$ cat src/rtl/wb_arbiter_pkg.sv
// Shared definitions for the register-file writeback arbiter.
package wb_defs;

  localparam int DATA_W_DEF = 32;
  localparam int ADDR_W_DEF = 5;

  // Writes to register 0 are accepted but never reach the register file.
  localparam int ZERO_REG = 0;

  // The pipeline writeback stage is always requester 0.
  localparam int WB_PIPE = 0;

  // Wait counters are wide enough for the largest MAX_WAIT (255).
  localparam int WAIT_W = 8;

  // Returns the rotation offset that follows a grant to requester 'win' (1..n_req-1).
  // The round-robin pointer covers requesters 1..n_req-1 and is stored as an offset
  // from requester 1. The next search starts at win+1, which wraps from n_req-1 back to 1.
  function automatic int rr_after(input int win, input int n_req);
    return (win >= n_req - 1) ? 0 : win;
  endfunction

endpackage

$ cat src/rtl/wb_arbiter_rr_pick.sv
// Rotating priority encoder: grants the first set request at or after i_ptr, wrapping around.
module rr_pick #(
  parameter int W  = 3,
  parameter int PW = (W > 1) ? $clog2(W) : 1
) (
  input  logic [W-1:0]  i_req,
  input  logic [PW-1:0] i_ptr,
  output logic [W-1:0]  o_grant,
  output logic          o_found
);

  logic [W-1:0]  w_grant;
  logic          w_found;
  logic [PW-1:0] w_sel;
  int            w_idx;

  // Walk the request vector starting at the pointer; the first hit wins.
  always_comb begin
    w_grant = '0;
    w_found = 1'b0;
    w_sel   = '0;
    w_idx   = 0;
    for (int k = 0; k < W; k++) begin
      w_idx = int'(i_ptr) + k;
      if (w_idx >= W) w_idx = w_idx - W;
      w_sel = w_idx[PW-1:0];
      if (!w_found && i_req[w_sel]) begin
        w_grant[w_sel] = 1'b1;
        w_found        = 1'b1;
      end
    end
  end

  assign o_grant = w_grant;
  assign o_found = w_found;

endmodule

$ cat src/rtl/wb_arbiter.sv
// Register file write-port arbiter: the pipeline has priority, aging guarantees that
// the other producers make progress, and round-robin shares the remaining slots.
module wb_arbiter
  import wb_defs::*;
#(
  parameter int N_REQ    = 4,
  parameter int DATA_W   = DATA_W_DEF,
  parameter int ADDR_W   = ADDR_W_DEF,
  parameter int MAX_WAIT = 8,
  localparam int ID_W    = (N_REQ > 1) ? $clog2(N_REQ) : 1
) (
  input  logic                     clk,
  input  logic                     clr,
  input  logic                     hold,
  input  logic [N_REQ-1:0]         req_valid,
  input  logic [N_REQ*ADDR_W-1:0]  req_addr,
  input  logic [N_REQ*DATA_W-1:0]  req_data,
  output logic [N_REQ-1:0]         req_ready,
  output logic                     rf_we,
  output logic [ADDR_W-1:0]        rf_waddr,
  output logic [DATA_W-1:0]        rf_wdata,
  output logic [ID_W-1:0]          grant_id,
  output logic                     aged
);

  localparam int RR_W = N_REQ - 1;
  localparam int RP_W = (RR_W > 1) ? $clog2(RR_W) : 1;

  // r_rr_ptr is an offset from requester 1, so a reset value of 0 means "start at requester 1".
  logic [RP_W-1:0]   r_rr_ptr;
  logic [WAIT_W-1:0] r_wait [1:N_REQ-1];
  logic              r_we;
  logic [ADDR_W-1:0] r_waddr;
  logic [DATA_W-1:0] r_wdata;
  logic [ID_W-1:0]   r_gid;

  logic [N_REQ-1:0]  w_aged_vec;
  logic [N_REQ-1:0]  w_ready;
  logic [RR_W-1:0]   w_rr_grant;
  logic              w_rr_found;
  logic              w_xfer;
  logic              w_win_aged;
  logic [ID_W-1:0]   w_win_id;
  logic [ADDR_W-1:0] w_win_addr;
  logic [DATA_W-1:0] w_win_data;

  // A requester is aged when it is still valid after waiting MAX_WAIT cycles in a row.
  always_comb begin
    w_aged_vec = '0;
    for (int i = 1; i < N_REQ; i++)
      w_aged_vec[i] = req_valid[i] && (r_wait[i] == WAIT_W'(MAX_WAIT));
  end

  rr_pick #(
    .W  (RR_W),
    .PW (RP_W)
  ) u_rr_pick (
    .i_req   (req_valid[N_REQ-1:1]),
    .i_ptr   (r_rr_ptr),
    .o_grant (w_rr_grant),
    .o_found (w_rr_found)
  );

  // Winner selection: lowest aged requester, then the pipeline, then round-robin.
  // Address and data are kept out of this cone on purpose.
  always_comb begin
    w_ready = '0;
    if (!clr && !hold) begin
      if (|w_aged_vec)
        w_ready = w_aged_vec & (~w_aged_vec + {{(N_REQ-1){1'b0}}, 1'b1});
      else if (req_valid[WB_PIPE])
        w_ready[WB_PIPE] = 1'b1;
      else if (w_rr_found)
        w_ready = {w_rr_grant, 1'b0};
    end
  end

  assign w_xfer     = |w_ready;
  assign w_win_aged = |(w_ready & w_aged_vec);

  // Encode the one-hot grant and mux the winning address and data.
  always_comb begin
    w_win_id   = '0;
    w_win_addr = '0;
    w_win_data = '0;
    for (int i = 0; i < N_REQ; i++) begin
      if (w_ready[i]) begin
        w_win_id   = ID_W'(i);
        w_win_addr = req_addr[i*ADDR_W +: ADDR_W];
        w_win_data = req_data[i*DATA_W +: DATA_W];
      end
    end
  end

  // Register the winning write. A register 0 write is accepted but it never raises the enable.
  always_ff @(posedge clk or posedge clr) begin
    if (clr) begin
      r_we    <= 1'b0;
      r_waddr <= '0;
      r_wdata <= '0;
      r_gid   <= '0;
    end else begin
      r_we <= w_xfer && (w_win_addr != ADDR_W'(ZERO_REG));
      if (w_xfer) begin
        r_waddr <= w_win_addr;
        r_wdata <= w_win_data;
        r_gid   <= w_win_id;
      end
    end
  end

  // Advance the round-robin pointer past any non-pipeline winner, including aged ones.
  always_ff @(posedge clk or posedge clr) begin
    if (clr)
      r_rr_ptr <= '0;
    else if (w_xfer && (w_win_id != ID_W'(WB_PIPE)))
      r_rr_ptr <= RP_W'(rr_after(int'(w_win_id), N_REQ));
  end

  // Per-requester wait counters. They count every cycle that passes without a transfer,
  // hold cycles included, and saturate at MAX_WAIT.
  always_ff @(posedge clk or posedge clr) begin
    if (clr) begin
      for (int i = 1; i < N_REQ; i++) r_wait[i] <= '0;
    end else begin
      for (int i = 1; i < N_REQ; i++) begin
        if (!req_valid[i] || w_ready[i])
          r_wait[i] <= '0;
        else if (r_wait[i] != WAIT_W'(MAX_WAIT))
          r_wait[i] <= r_wait[i] + WAIT_W'(1);
      end
    end
  end

  assign req_ready = w_ready;
  assign aged      = w_win_aged;
  assign rf_we     = r_we;
  assign rf_waddr  = r_waddr;
  assign rf_wdata  = r_wdata;
  assign grant_id  = r_gid;

endmodule

$ cat config.mk
export PLATFORM = sky130hd
export DESIGN_NAME = wb_arbiter
export DESIGN_NICKNAME = d
export VERILOG_FILES = /design/src/rtl/wb_arbiter_pkg.sv /design/src/rtl/wb_arbiter_rr_pick.sv /design/src/rtl/wb_arbiter.sv
export SDC_FILE = /design/constraint.sdc
export NUM_CORES = 1
export LEC_CHECK = 0
export ABC_CLOCK_PERIOD_IN_PS = 6360
export CORE_MARGIN = 2
export CORE_UTILIZATION = 46
export DETAILED_ROUTE_END_ITERATION = 10
export HOLD_SLACK_MARGIN = 0.05
export MAX_ROUTING_LAYER = met4
export PLACE_DENSITY = 0.95
export SYNTH_ARGS = -nofsm -noshare
export SYNTH_HDL_FRONTEND = slang
export SYNTH_SLANG_ARGS = --single-unit
export TNS_END_PERCENT = 1
$ cat constraint.sdc
create_clock -name clk -period 6.36 [get_ports clk]
set_input_delay 1.272 -clock clk [delete_from_list [all_inputs] [get_ports clk]]
set_output_delay 1.272 -clock clk [all_outputs]
set_load 0.02 [all_outputs]
==> results.sh, run 1 <==
export IMPL_route_detailed_drc=0
export IMPL_synth_warning_count=0
export IMPL_clkPwrFrac_pct=15.4
export IMPL_cts_buffers=9
export IMPL_synth_avg_cell_area_um2=9.73
export IMPL_layout_min_cycle_time_ns=5.53
export IMPL_die_w_um=102
export IMPL_grt_max_degree=67
export IMPL_synth_simple_area_share_pct=19.8
export IMPL_ys_seq_area_share_pct=37.5
export IMPL_post_cts_repair_setup_buffers=0
export IMPL_synth_compound_area_share_pct=21.4
export IMPL_crit_type="in -> out"
export IMPL_yosys_area_top_type="dfrtp_1"
export IMPL_reg2regPathDepth=12
export IMPL_finalHoldViolCount=0
export IMPL_syn2layout_area_growth_pct=50.5
export IMPL_clkSinkCount=66
export IMPL_netlist_top_cells_area="dfrtp_1 37%, a21oi_1 7.8%, mux2i_1 7.7%, nor2_4 7.7%, a22o_1 6.6%"
export IMPL_path_clk_slew_ns=0.06
export IMPL_drtIter0Drc=287
export IMPL_multi_input_area_um2=2500
export IMPL_insertion_delay_ns=0.34
export IMPL_synth_edff_count=0
export IMPL_start_util_pct=47.5
export IMPL_fin_util_pct=71.4
export IMPL_start_kind="primary input"
export IMPL_cts_tree="yes"
export IMPL_setup_viol=0
export IMPL_combPwrFrac_pct=53.9
export IMPL_switching_share_pct=40.4
export IMPL_cts_root_buf="clkbuf_8"
export IMPL_grt_pass1_wl_mm=21.5
export IMPL_internal_power_uw=1380
export IMPL_n_antenna_cell=0
export IMPL_syn_num_nets=618
export IMPL_synthFlopType="dfrtp_1"
export IMPL_cts_buffer_depth=2
export IMPL_antenna_found_initial=0
export IMPL_final_net_count=805
export IMPL_hold_buffers=0
export IMPL_switchingPower_uw=935
export IMPL_core_um2=9280
export IMPL_crit_path_max_fanout=9
export IMPL_min_path_type="reg -> reg"
export IMPL_synthAdderAreaFrac_pct=2.84
export IMPL_syn_area_um2=4410
export IMPL_gr_usage_met2_pct=49.5
export IMPL_worstPathArrival_ns=4.25
export IMPL_synth_xor_xnor_area_share_pct=3.58
export IMPL_p_seq_share_pct=30.7
export IMPL_portBuffers=199
export IMPL_gp_congestion=0.930
export IMPL_cap_violations=0
export IMPL_die_y_um=102
export IMPL_via_per_inst=5.58
export IMPL_ys_types=55
export IMPL_drv_slew=0
export IMPL_cts_resized=0
export IMPL_htreeDepth=3
export IMPL_tightest_slew_ns=0.971
export IMPL_fillers=699
export IMPL_boundaryPins=200
export IMPL_gr_usage_met1_pct=30.3
export IMPL_grtUsageMet3_pct=3.69
export IMPL_via_count=4316
export IMPL_postSynthCellCount=453
export IMPL_gr_usage_all_layers_pct=27.4
export IMPL_drive_above_1_share_pct=9.77
export IMPL_leakage_uw=0.00261
export IMPL_slew_headroom_pct=34.8
export IMPL_routedWlPerCell_um=18.0
export IMPL_finClkSkew_ns=0.0102
export IMPL_ir_drop_mv=0.231
export IMPL_grt_busiest_layer="met2"
export IMPL_grt_ovfl_total=0
export IMPL_totalWireLength_mm=14.0
export IMPL_tns_ns=0
export IMPL_rsz0062_at_grt="no"
export IMPL_fmax_ghz=0.181
export IMPL_synth_top_family_by_area="compound AO/OA/AOI/OAI gates"
export IMPL_grt_pass1_vias=4613
export IMPL_outcome="finished clean"
export IMPL_post_route_period_util_pct=86.9
export IMPL_powerDensity_nw_per_um2=349
export IMPL_yosysTopAreaCellShare_pct=37.5
export IMPL_hold_depth=2
export IMPL_worstPathRequired_ns=5.09
export IMPL_rows=35
export IMPL_power_uw=2310
export IMPL_dp_hpwl_mm=10.4
export IMPL_synthMuxAreaShare_pct=8.57
export IMPL_hold_slack_ns=0.491
export IMPL_die_area_um2=10400
export IMPL_cp_end_kind="output port"
export IMPL_first_pass_iters=4
export IMPL_async_flop_share_pct=100
export IMPL_regArea_um2=1650
export IMPL_antenna_left=0
export IMPL_yosys_register_bits=66
-- power by group through the flow --
| stage | Sequential, µW | Combinational (µW) | Clock, µW |
|---|---|---|---|
| 2_1_floorplan | 860 | 612 | 0 |
| 3_3_place_gp | 708 | 1200 | 0 |
| 3_5_place_dp | 713 | 1250 | 0 |
| 4_1_cts | 711 | 1250 | 365 |
| 5_1_grt | 728 | 1330 | 377 |
| 6_report | 711 | 1250 | 357 |
-- layout make-up --
cell class	count	share of cell area, %
tap	129	2.43
clock inverter	2	0.528
sequential	66	24.9
inverter	20	1.17
clock buffer	14	2.45
multi-input combinational	338	37.8
timing repair buffer	205	30.7
-- cells in the final DEF, fill, tap and decap left out, types with 3 or more instances in the layout --
cell             count
a21oi_1             69
a221oi_1             4
a222oi_1             3
a22o_1              33
a22oi_1              4
and3_1               4
buf_4                6
clkbuf_1             3
clkbuf_8            11
clkdlybuf4s50_1    199
dfrtp_1             66
ha_1                10
inv_1               18
mux2i_1             34
nand2_1             16
nand2b_1             3
nand3_1             14
nand3b_1             4
nand4_1              3
nor2_1              36
nor2_4              30
nor3_1               6
nor4b_1              3
o21ai_0              5
or2_2                3
xnor2_1              8
xor2_1              10
-- cells in the mapped netlist (3+ instances only) --
master,n
nand2b_1,3
o21ai_0,5
nor2_1,36
buf_4,4
dfrtp_1,66
a22o_1,33
and3_1,4
xor2_1,10
nand4_1,3
a22oi_1,4
nand2_1,16
inv_1,19
a21oi_1,69
a221oi_1,4
clkbuf_1,9
nand3_1,14
xnor2_1,8
buf_2,11
mux2i_1,34
buf_12,3
nor2_4,30
a222oi_1,3
ha_1,10
nand3b_1,4
or2_2,3
nor4b_1,3
nor3_1,6
-- metal layers --
metal / up-vias / share of wire (%)
met3: 29 / 6.3
met4: 0 / 2.3
met2: 186 / 53
met1: 2095 / 38
li1: 2006 / -
met5: - / 0
-- path summary, 6_finish.rpt --
| check | startpoint | endpoint | slack, ns |
|---|---|---|---|
| max in group asynchronous | clr | rf_waddr[1]$_DFFE_PP0P_ | 4.26 |
| worst min register to register | rf_waddr[0]$_DFFE_PP0P_ | rf_waddr[0]$_DFFE_PP0P_ | 0.49 |
| worst max-delay path | req_valid[2] | req_ready[2] | 0.83 |
| worst min-delay path | rf_waddr[0]$_DFFE_PP0P_ | rf_waddr[0]$_DFFE_PP0P_ | 0.49 |
| min in group asynchronous | clr | r_wait[23]$_DFFE_PP0P_ | 1.54 |
| worst max register to register | r_rr_ptr[1]$_DFFE_PP0P_ | rf_wdata[26]$_DFFE_PP0P_ | 2.11 |
-- registers in the layout (all words and copies together), names as in the netlist --
name      flops
rf_wdata     32
r_wait       24
rf_waddr      5
grant_id      2
r_rr_ptr      2
rf_we         1
-- critical path, cell delays in order --
cell and delay [ns]:
clkdlybuf4s50_1 0.58, mux2_4 0.36, a222oi_1 0.49, nand2_1 0.13, a211oi_2 0.48, nor2_1 0.17, inv_1 0.13, clkdlybuf4s50_1 0.64
-- logic make-up after synthesis --
logic type               count (synthesis)
AND/OR/NAND/NOR                        133
multiplexers                            37
buffers and inverters                   49
XOR/XNOR                                18
AO/OA/AOI/OAI                          140
adder cells (fa/ha/maj)                 10
flip-flops                              66
-- stage by stage --
stage	setup WS, ns	std cells	area, µm²
after floorplan	1.91	453	4410
after global placement	0.996	758	6430
after detailed placement	0.933	758	6430
after CTS	0.870	774	6630
after global routing	0.663	774	6630
final	0.835	774	6630
No activity file was read; power rests on OpenSTA's default activity.
==> inputs of run 2 (changes only) <==
- CORE_UTILIZATION: 46 -> 47
- CTS_BUF_LIST: default -> sky130_fd_sc_hd__clkbuf_8
- REMOVE_ABC_BUFFERS: default -> 1
==> results.sh, run 2 (synthesized netlist as in run 1, its figures left out) <==
export IMPL_drtIter0Drc=237
export IMPL_core_um2=9150
export IMPL_via_per_inst=5.61
export IMPL_antenna_left=0
export IMPL_insertion_delay_ns=0.35
export IMPL_n_antenna_cell=0
export IMPL_largest_register_ffs=32
export IMPL_reg2reg_slack_ns=2.04
export IMPL_first_pass_iters=6
export IMPL_rsz0062_at_grt="no"
export IMPL_die_y_um=101
export IMPL_crit_path_max_fanout=9
export IMPL_grt_pass1_wl_mm=22.1
export IMPL_gp_congestion=0.899
export IMPL_via_count=4260
export IMPL_gr_usage_met1_pct=34.3
export IMPL_tns_ns=0
export IMPL_power_uw=2270
export IMPL_drive_above_1_share_pct=10.5
export IMPL_die_area_um2=10200
export IMPL_route_detailed_drc=0
export IMPL_grt_busiest_layer="met2"
export IMPL_mostFrequentLayoutCells="199 x clkdlybuf4s50_1, 69 x a21oi_1, 66 x dfrtp_1"
export IMPL_start_kind="primary input"
export IMPL_grt_ovfl_total=0
export IMPL_preCtsSetupSlack_ns=0.950
export IMPL_cts_tree="yes"
export IMPL_boundaryPins=200
export IMPL_gr_usage_met2_pct=49.1
export IMPL_hold_buffers=0
export IMPL_drv_slew=0
export IMPL_grtUsageMet3_pct=5.55
export IMPL_start_util_pct=48.1
export IMPL_clkPwrFrac_pct=13.9
export IMPL_finClkSkew_ns=0.0121
export IMPL_hold_slack_ns=0.483
export IMPL_htreeDepth=3
export IMPL_internal_power_uw=1320
export IMPL_min_path_type="reg -> reg"
export IMPL_cts_root_buf="clkbuf_8"
export IMPL_die_w_um=101
export IMPL_final_common_cell="clkdlybuf4s50_1"
export IMPL_grt_max_degree=67
export IMPL_crit_type="in -> out"
export IMPL_syn2layout_area_growth_pct=49.9
export IMPL_routedWlPerCell_um=18.2
export IMPL_slew_headroom_pct=36.2
export IMPL_outcome="finished clean"
export IMPL_antenna_found_initial=0
export IMPL_cap_violations=0
export IMPL_worstPathRequired_ns=5.09
export IMPL_switching_share_pct=42.0
export IMPL_ir_drop_mv=0.187
export IMPL_fmax_ghz=0.183
export IMPL_reg2regPathDepth=13
export IMPL_timing_rr_end="rf_wdata[25]$_DFFE_PP0P_"
export IMPL_grt_pass1_vias=4499
export IMPL_layout_min_cycle_time_ns=5.47
export IMPL_post_cts_repair_setup_buffers=0
export IMPL_gr_usage_all_layers_pct=28.6
export IMPL_fillers=659
export IMPL_combPwrFrac_pct=54.8
export IMPL_postLayoutSetupSlackWorst_ns=0.888
export IMPL_dp_hpwl_mm=10.4
export IMPL_rows=35
export IMPL_tightest_slew_ns=0.949
export IMPL_worstPathArrival_ns=4.20
export IMPL_totalWireLength_mm=13.8
export IMPL_cts_buffer_depth=2
export IMPL_post_route_period_util_pct=86.0
export IMPL_setup_viol=0
export IMPL_leakage_uw=0.00262
export IMPL_cts_resized=0
export IMPL_final_net_count=808
export IMPL_powerDensity_nw_per_um2=344
export IMPL_switchingPower_uw=954
export IMPL_cts_buffers=9
export IMPL_clkSinkCount=66
export IMPL_endpoint="req_ready[2]"
export IMPL_path_clk_slew_ns=0.07
export IMPL_place_area_um2=6430
export IMPL_r2r_start="r_rr_ptr[1]$_DFFE_PP0P_"
export IMPL_portBuffers=199
export IMPL_finalHoldViolCount=0
export IMPL_p_seq_share_pct=31.3
export IMPL_design_area_um2=6600
export IMPL_cp_end_kind="output port"
export IMPL_startpoint="req_valid[2]"
-- run 2: changes by cell type in the layout (fill, tap and decap cells not counted), moves of 2 or more --
cell,change
buf_4,+3
clkbuf_1,-3
clkbuf_8,-2
clkinv_4,+3
-- run 2: how the worst min path moves through the flow --
stage                                  from                 endpoint  slack [ns]  cells past startpoint
finish              rf_waddr[4]$_DFFE_PP0P_  rf_waddr[4]$_DFFE_PP0P_        0.48                      2
global route        grant_id[1]$_DFFE_PP0P_  grant_id[1]$_DFFE_PP0P_        0.53                      1
CTS                 rf_waddr[4]$_DFFE_PP0P_  rf_waddr[4]$_DFFE_PP0P_        0.49                      2
detailed placement  rf_waddr[4]$_DFFE_PP0P_  rf_waddr[4]$_DFFE_PP0P_        0.47                      2
global placement    rf_waddr[3]$_DFFE_PP0P_  rf_waddr[3]$_DFFE_PP0P_        0.46                      2
floorplan            r_wait[17]$_DFFE_PP0P_   r_wait[17]$_DFFE_PP0P_        0.50                      2
-- run 2: cell type report --
class	instances	area (µm²)	share of cell area, %
inverters	20	77.6	1.17
repair buffers	208	2060	31.2
multi-input cells	338	2500	37.9
well taps	111	139	2.10
flip-flops and latches	66	1650	25.0
clock buffers	9	124	1.88
clock inverters	7	47.5	0.720
-- run 2: critical path, stage by stage --
cell	delay, ns
clkdlybuf4s50_1	0.57
mux2_4	0.35
a222oi_1	0.51
nand2_1	0.13
a211oi_2	0.44
nor2_1	0.17
inv_1	0.11
clkdlybuf4s50_1	0.64
-- run 2: per-stage QoR --
| stage | std cells | util, % |
|---|---|---|
| after floorplan | 424 | - |
| after global placement | 743 | 70.3 |
| after detailed placement | 743 | 70.3 |
| after CTS | 759 | 72.2 |
| after global routing | 759 | 72.2 |
| final | 759 | 72.2 |
-- run 2: power groups by stage --
stage	combinational, µW	clock, µW	sequential (µW)
finish	1250	316	711
global route	1330	336	732
CTS	1250	322	711
detailed placement	1240	0	715
global placement	1210	0	708
floorplan	570	0	860
-- run 2: layer usage --
layer / share of wire (%) / wire (µm)
met5: 0 / 0
met4: 1.6 / 218
met3: 5.9 / 809
met2: 53 / 7260
met1: 40 / 5520
